[config.mk]
export PLATFORM = sky130hd
export DESIGN_NAME = alu_control_seq
export DESIGN_NICKNAME = d
export VERILOG_FILES = /design/src/rtl/alu_control_seq.sv
export SDC_FILE = /design/constraint.sdc
export NUM_CORES = 1
export LEC_CHECK = 0
export BUFFER_PORTS_ARGS = -buffer_cell sky130_fd_sc_hd__buf_4
export CAP_MARGIN = 30
export CORE_MARGIN = 8
export CORE_UTILIZATION = 27
export DETAILED_ROUTE_END_ITERATION = 10
export GPL_TIMING_DRIVEN = 0
export PLACE_DENSITY = 0.82
export SYNTH_ARGS = -nofsm -noshare
export SYNTH_HDL_FRONTEND = slang
export SYNTH_SLANG_ARGS = --single-unit
[constraint.sdc]
create_clock -name CLK -period 0.9 [get_ports CLK]
set_input_delay 0.135 -clock CLK [delete_from_list [all_inputs] [get_ports CLK]]
set_output_delay 0.135 -clock CLK [all_outputs]
set_load 0.01 [all_outputs]
[src/rtl/alu_control_seq.sv]
// Registered ALU control decoder with an optional iterative RV32M multiply/divide sequencer.
// Define ALU_CTRL_MEXT_EN to build the M-extension decode and sequencer; otherwise the M outputs are constant.
module alu_control_seq #(
    parameter int XLEN      = 32,
    parameter int ALUOP_W   = 3,
    parameter int ALUCTRL_W = 4
) (
    input  logic                 CLK,
    input  logic                 RST_n,
    input  logic                 en,
    input  logic                 flush,
    input  logic [ALUOP_W-1:0]   ALUOp,
    input  logic [4:0]           instruction,
    input  logic                 md_valid,
    input  logic [XLEN-1:0]      op_a,
    input  logic [XLEN-1:0]      op_b,
    output logic [ALUCTRL_W-1:0] ALUControl,
    output logic                 md_ready,
    output logic [XLEN-1:0]      md_result,
    output logic                 md_done,
    output logic                 stall,
    output logic                 illegal
);

    localparam logic [ALUCTRL_W-1:0] C_ADD    = ALUCTRL_W'(0);
    localparam logic [ALUCTRL_W-1:0] C_SUB    = ALUCTRL_W'(1);
    localparam logic [ALUCTRL_W-1:0] C_AND    = ALUCTRL_W'(2);
    localparam logic [ALUCTRL_W-1:0] C_OR     = ALUCTRL_W'(3);
    localparam logic [ALUCTRL_W-1:0] C_XOR    = ALUCTRL_W'(4);
    localparam logic [ALUCTRL_W-1:0] C_SLL    = ALUCTRL_W'(5);
    localparam logic [ALUCTRL_W-1:0] C_SRL    = ALUCTRL_W'(6);
    localparam logic [ALUCTRL_W-1:0] C_SRA    = ALUCTRL_W'(7);
    localparam logic [ALUCTRL_W-1:0] C_SLTU   = ALUCTRL_W'(8);
    localparam logic [ALUCTRL_W-1:0] C_SLT    = ALUCTRL_W'(9);
    localparam logic [ALUCTRL_W-1:0] C_LUI    = ALUCTRL_W'(10);
    localparam logic [ALUCTRL_W-1:0] C_JAL    = ALUCTRL_W'(11);
    localparam logic [ALUCTRL_W-1:0] C_JALR   = ALUCTRL_W'(12);
`ifdef ALU_CTRL_MEXT_EN
    localparam logic [ALUCTRL_W-1:0] C_MULDIV = ALUCTRL_W'(13);
`endif

    logic                 f7_5;
    logic                 f7_0;
    logic [2:0]           f3;
    logic [ALUCTRL_W-1:0] dec_ctrl;
    logic                 dec_ill;

    assign f7_5 = instruction[4];
    assign f7_0 = instruction[3];
    assign f3   = instruction[2:0];

    always_comb begin
        dec_ctrl = C_ADD;
        dec_ill  = 1'b0;
        case (ALUOp)
            3'b000: begin
                if (f7_0) begin
`ifdef ALU_CTRL_MEXT_EN
                    if (f7_5) dec_ill = 1'b1;
                    else      dec_ctrl = C_MULDIV;
`else
                    dec_ill = 1'b1;
`endif
                end else begin
                    case (f3)
                        3'b000:  dec_ctrl = f7_5 ? C_SUB : C_ADD;
                        3'b001:  dec_ctrl = C_SLL;
                        3'b010:  dec_ctrl = C_SLT;
                        3'b011:  dec_ctrl = C_SLTU;
                        3'b100:  dec_ctrl = C_XOR;
                        3'b101:  dec_ctrl = f7_5 ? C_SRA : C_SRL;
                        3'b110:  dec_ctrl = C_OR;
                        default: dec_ctrl = C_AND;
                    endcase
                    // funct7[5] is only meaningful for SUB and SRA
                    if (f7_5 && (f3 != 3'b000) && (f3 != 3'b101)) begin
                        dec_ctrl = C_ADD;
                        dec_ill  = 1'b1;
                    end
                end
            end
            3'b011: begin
                case (f3)
                    3'b000:  dec_ctrl = C_ADD;
                    3'b001:  dec_ctrl = C_SLL;
                    3'b010:  dec_ctrl = C_SLT;
                    3'b011:  dec_ctrl = C_SLTU;
                    3'b100:  dec_ctrl = C_XOR;
                    3'b101:  dec_ctrl = f7_5 ? C_SRA : C_SRL;
                    3'b110:  dec_ctrl = C_OR;
                    default: dec_ctrl = C_AND;
                endcase
            end
            3'b001:  dec_ctrl = C_SUB;
            3'b010:  dec_ctrl = C_ADD;
            3'b100:  dec_ctrl = C_ADD;
            3'b101:  dec_ctrl = C_LUI;
            3'b110:  dec_ctrl = C_JAL;
            3'b111:  dec_ctrl = C_JALR;
            default: dec_ill  = 1'b1;
        endcase
    end

    always_ff @(posedge CLK or negedge RST_n) begin
        if (!RST_n) begin
            ALUControl <= C_ADD;
            illegal    <= 1'b0;
        end else if (en) begin
            ALUControl <= dec_ctrl;
            illegal    <= dec_ill;
        end
    end

`ifdef ALU_CTRL_MEXT_EN
    localparam int CW = $clog2(XLEN);

    typedef enum logic [1:0] {IDLE, CALC, FIX, DONE} state_t;

    state_t              state;
    state_t              state_nxt;
    logic [2*XLEN-1:0]   acc;
    logic [XLEN-1:0]     a_mag;
    logic [XLEN-1:0]     b_mag;
    logic                a_neg;
    logic                b_neg;
    logic [2:0]          f3_q;
    logic [CW-1:0]       count;

    logic                accept;
    logic                in_a_signed;
    logic                in_b_signed;
    logic                in_a_neg;
    logic                in_b_neg;
    logic [XLEN-1:0]     in_a_mag;
    logic [XLEN-1:0]     in_b_mag;

    logic [XLEN:0]       mul_sum;
    logic [2*XLEN-1:0]   mul_next;
    logic [XLEN:0]       div_shift;
    logic [XLEN+1:0]     div_trial;
    logic [2*XLEN-1:0]   div_next;

    logic [2*XLEN-1:0]   prod;
    logic [XLEN-1:0]     quo;
    logic [XLEN-1:0]     rem;
    logic [XLEN-1:0]     a_orig;
    logic                div_zero;
    logic                div_ovf;
    logic [XLEN-1:0]     fix_result;

    assign accept = (state == IDLE) && md_valid && !flush;

    // MULHSU/MULHU and the unsigned divides treat one or both operands as unsigned
    assign in_a_signed = (f3 != 3'b011) && (f3 != 3'b101) && (f3 != 3'b111);
    assign in_b_signed = in_a_signed && (f3 != 3'b010);
    assign in_a_neg    = in_a_signed && op_a[XLEN-1];
    assign in_b_neg    = in_b_signed && op_b[XLEN-1];
    assign in_a_mag    = in_a_neg ? (~op_a + 1'b1) : op_a;
    assign in_b_mag    = in_b_neg ? (~op_b + 1'b1) : op_b;

    // acc = {high, multiplier} for multiply and {remainder, quotient} for divide
    assign mul_sum   = {1'b0, acc[2*XLEN-1:XLEN]} + (acc[0] ? {1'b0, a_mag} : {(XLEN+1){1'b0}});
    assign mul_next  = {mul_sum, acc[XLEN-1:1]};
    assign div_shift = {acc[2*XLEN-1:XLEN], acc[XLEN-1]};
    assign div_trial = {1'b0, div_shift} - {2'b00, b_mag};
    assign div_next  = div_trial[XLEN+1] ? {div_shift[XLEN-1:0], acc[XLEN-2:0], 1'b0}
                                         : {div_trial[XLEN-1:0], acc[XLEN-2:0], 1'b1};

    assign prod     = (a_neg ^ b_neg) ? (~acc + 1'b1) : acc;
    assign quo      = (a_neg ^ b_neg) ? (~acc[XLEN-1:0] + 1'b1) : acc[XLEN-1:0];
    assign rem      = a_neg ? (~acc[2*XLEN-1:XLEN] + 1'b1) : acc[2*XLEN-1:XLEN];
    assign a_orig   = a_neg ? (~a_mag + 1'b1) : a_mag;
    assign div_zero = (b_mag == '0);
    assign div_ovf  = a_neg && b_neg && (b_mag == XLEN'(1)) && (a_mag == {1'b1, {(XLEN-1){1'b0}}});

    always_comb begin
        fix_result = prod[XLEN-1:0];
        case (f3_q)
            3'b000:  fix_result = prod[XLEN-1:0];
            3'b001,
            3'b010,
            3'b011:  fix_result = prod[2*XLEN-1:XLEN];
            3'b100,
            3'b101:  fix_result = div_zero ? {XLEN{1'b1}} : (div_ovf ? a_orig : quo);
            default: fix_result = div_zero ? a_orig : (div_ovf ? '0 : rem);
        endcase
    end

    always_ff @(posedge CLK or negedge RST_n) begin
        if (!RST_n) state <= IDLE;
        else        state <= state_nxt;
    end

    always_comb begin
        state_nxt = state;
        case (state)
            IDLE:    if (accept) state_nxt = CALC;
            CALC:    if (count == CW'(XLEN-1)) state_nxt = FIX;
            FIX:     state_nxt = DONE;
            default: state_nxt = IDLE;
        endcase
        if (flush) state_nxt = IDLE;
    end

    assign md_ready = (state == IDLE);
    assign md_done  = (state == DONE) && !flush;
    assign stall    = (state != IDLE) || accept;

    always_ff @(posedge CLK or negedge RST_n) begin
        if (!RST_n) begin
            acc       <= '0;
            a_mag     <= '0;
            b_mag     <= '0;
            a_neg     <= 1'b0;
            b_neg     <= 1'b0;
            f3_q      <= 3'b000;
            count     <= '0;
            md_result <= '0;
        end else if (accept) begin
            a_mag <= in_a_mag;
            b_mag <= in_b_mag;
            a_neg <= in_a_neg;
            b_neg <= in_b_neg;
            f3_q  <= f3;
            count <= '0;
            acc   <= f3[2] ? {{XLEN{1'b0}}, in_a_mag} : {{XLEN{1'b0}}, in_b_mag};
        end else if ((state == CALC) && !flush) begin
            acc   <= f3_q[2] ? div_next : mul_next;
            count <= count + CW'(1);
        end else if ((state == FIX) && !flush) begin
            md_result <= fix_result;
        end
    end
`else
    logic unused_md_inputs;

    assign unused_md_inputs = ^{flush, md_valid, op_a, op_b};
    assign md_ready  = 1'b1;
    assign md_done   = 1'b0;
    assign stall     = 1'b0;
    assign md_result = '0;
`endif

endmodule

==> results.yml <==
timing:
  final_critical_path_setup_slack_ns: -0.185
  share_of_the_cycle_needed_by_the_critical_path_after_routing_pct: 121
  max_clock_freq_mhz: 922
  max_slew_vio_count: 0
  final-setup-viol-count: 3
  totalNegativeSetupSlack_ns: -0.422
  hold_viol: 0
  period_needed_ns: 1.09
  clock_skew_ns: 0
  rsz_0062_raised_after_global_routing: "yes"
die:
  die_h_microns: 66.9
  num_rows: 18
  initial_core_util_pct: 28.4
  core_sq_mm: 0.00245
  die_w_microns: 66.9
  ioPinCount: 117
  die_area_sq_mm: 0.00447
run_status:
  violations: "setup timing"
  status: "complete, but fails checks"
placement:
  pre_cts_ws_ns: -0.500
  dpl.hpwl_microns: 1440
  port_buffers: 12
  gp_congestion: 0.785
global_route:
  total_grt_usage_pct: 7.35
  maximum_number_of_pins_on_one_net_before_global_route_repair: 11
  first_pass_grt_wire_length_microns: 2640
  vias_in_the_first_global_route: 671
  globalRoute.totalOverflow: 0
  grt_antenna_before_repair: 0
drt:
  num_vias: 669
  final_antenna_net_count: 0
  route.detailed.wl_per_inst_microns: 10.0
  post_drt_via_cell_ratio: 3.74
  post_route_drc_violation_count: 0
  firstDrtPassIters: 4
  dr.first_iter.drc_count: 11
  postRouteWirelength_microns: 1790
clocking:
  clock_tree.root_cell: "sky130_fd_sc_hd__clkbuf_4"
  clk_transition_reported_paths_ns: 0.04
  number_of_sinks_driven_by_the_clock_tree: 5
  tritoncts: "built"
  h_tree_depth: 1
  cts_bufs_inserted: 3
  clkLatencyLatePin_ns: 0.24
  worst_case_clock_buffer_depth: 2
layout:
  area_growth_pct: 57.2
  multi_input_area_sq_um: 423
  storage_element_area_sq_um: 125
  layout.cells.most_common_list: "sky130_fd_sc_hd__buf_4, sky130_fd_sc_hd__conb_1, sky130_fd_sc_hd__nor2_1"
  layout.cells.most_common: "sky130_fd_sc_hd__buf_4"
  nFillCells: 237
  layout-drive-gt1-share_pct: 44.3
  final_net_count: 227
  final_core_utilization_pct: 44.7
  antenna-diode-count: 0
setup_path:
  rr_startpoint: "ALUControl[0]"
  rr_worst_depth: 3
  timing.critical_path.from_type: "primary input"
  cp-endpoint: "ALUControl[3]"
  r2r_end: "ALUControl[0]"
  worstSetupPathType: "primary input to flip-flop"
  timing.reg2reg.setup_slack_ns: 0.01
  timing.critical_path.fanout_max: 3
  cp.arrival_ns: 1.25
  timing.critical_path.from: "ALUOp[1]"
  endpoint_kind: "flip-flop"
  timing.critical_path.required_ns: 1.06
synthesis:
  netlist_instances: 95
  post_synth_instance_area_sq_um: 698
  yosys_warnings: 0
  synth.top_cell.area_share_pct: 38.7
  synth.lib_cells_used.distinct: 27
  synth.ff_latch_count: 5
  yosys.area.top_type: "sky130_fd_sc_hd__buf_4"
  yosys-top-cells-area: "sky130_fd_sc_hd__buf_4, sky130_fd_sc_hd__dfrtp_1, sky130_fd_sc_hd__nor2_1"
  synth_seq_area_share_pct: 17.9
  synthesis.area_per_instance_sq_um: 7.35
pwr:
  p_leak_nw: 0.602
  power_density_mw_per_mm2: 901
  vdd_drop_max_mv: 0.559
min_path:
  timing.hold.worst.class: "primary input to async pin"
job:
  maxCapViolations: 0
-- synthesized netlist by cell type --
library cell               instances
sky130_fd_sc_hd__conb_1            2
sky130_fd_sc_hd__clkbuf_1          2
sky130_fd_sc_hd__nor2_1           11
sky130_fd_sc_hd__a31oi_1           3
sky130_fd_sc_hd__buf_6             1
sky130_fd_sc_hd__buf_2             1
sky130_fd_sc_hd__o31ai_1           1
sky130_fd_sc_hd__dfrtp_1           5
sky130_fd_sc_hd__a31o_2            1
sky130_fd_sc_hd__nand2b_1          2
sky130_fd_sc_hd__a221oi_1          1
sky130_fd_sc_hd__o22ai_1           1
sky130_fd_sc_hd__or4_4             1
sky130_fd_sc_hd__nor3_1            1
sky130_fd_sc_hd__nor4b_2           1
sky130_fd_sc_hd__nor3b_1           1
sky130_fd_sc_hd__inv_1             4
sky130_fd_sc_hd__a211oi_1          2
sky130_fd_sc_hd__buf_4            36
sky130_fd_sc_hd__nor2b_1           1
sky130_fd_sc_hd__nand2_1           3
sky130_fd_sc_hd__a221o_1           1
sky130_fd_sc_hd__nand3_1           1
sky130_fd_sc_hd__xnor2_1           1
sky130_fd_sc_hd__o21ai_0           6
sky130_fd_sc_hd__o211ai_1          1
sky130_fd_sc_hd__a21oi_1           4
-- sequential cells by signal (all words and copies together), names as in the netlist --
| signal | count |
|---|---|
| illegal | 1 |
| ALUControl | 4 |
-- cell families (layout without fill, tap and decap cells) --
group,Yosys count,count (layout),share of synthesized area [%]
other,2,35,1.08
flip-flops,5,5,17.9
buffers and inverters,44,65,44.3
AO/OA/AOI/OAI,21,21,19.0
XOR/XNOR,1,1,1.25
AND/OR/NAND/NOR,22,22,16.5
-- worst min-delay path by stage --
stage / startpoint / slack [ns] / to
2_1_floorplan: RST_n / -0.16 / ALUControl[0]
3_3_place_gp: RST_n / -0.06 / ALUControl[0]
3_5_place_dp: RST_n / -0.06 / ALUControl[0]
4_1_cts: ALUOp[2] / 0.22 / ALUControl[3]
5_1_grt: RST_n / 0.25 / ALUControl[2]
6_report: RST_n / 0.24 / ALUControl[0]
-- routing by layer --
metal | part of all wire, % | vias to the layer above | routed length (microns) | GRT usage, %
met5 | 0 | - | 0 | 0
met1 | 35 | 280 | 631 | 7.59
met2 | 52 | 32 | 932 | 12.4
met3 | 12 | 2 | 208 | 2.52
met4 | 1.1 | 0 | 20 | 4.70
li1 | - | 355 | - | -
-- timing repair --
item                                   in CTS  in global routing
gates resized for setup                     9                  3
pin swaps                                   3                  3
setup buffers                               2                  3
setup endpoints to repair                   8                  9
hold buffers                                1                  0
endpoints found under the hold margin       5                  0
-- where the power goes --
group | internal, mW | switching (mW)
logic | 0.251 | 0.218
registers | 0.248 | 0.0155
clock network | 0.167 | 0.0894
total | 0.666 | 0.323
-- area by class of cell --
type                       instances  area share, %
multi-input combinational         79           38.5
buffer                            39           27.6
timing repair buffer              18           15.3
sequential                         5           11.4
tap                               30           3.42
clock buffer                       4           2.39
inverter                           4           1.37
-- per-stage QoR --
stage | power (mW) | area (sq um) | hold WS [ns] | cells
after floorplan | 0.564 | 848 | -0.161 | 128
after global placement | 0.660 | 976 | -0.0624 | 170
after detailed placement | 0.666 | 976 | -0.0583 | 170
after CTS | 0.969 | 1070 | 0.220 | 177
after global routing | 1.06 | 1100 | 0.253 | 179
final | 0.989 | 1100 | 0.236 | 179
-- worst max-delay path, cell delays in order --
cell                       delay, ns
sky130_fd_sc_hd__buf_8          0.10
sky130_fd_sc_hd__or4_4          0.57
sky130_fd_sc_hd__nor4b_4        0.24
sky130_fd_sc_hd__a221oi_2       0.07
sky130_fd_sc_hd__a21oi_1        0.13
Power figures use the tool's default switching activity.
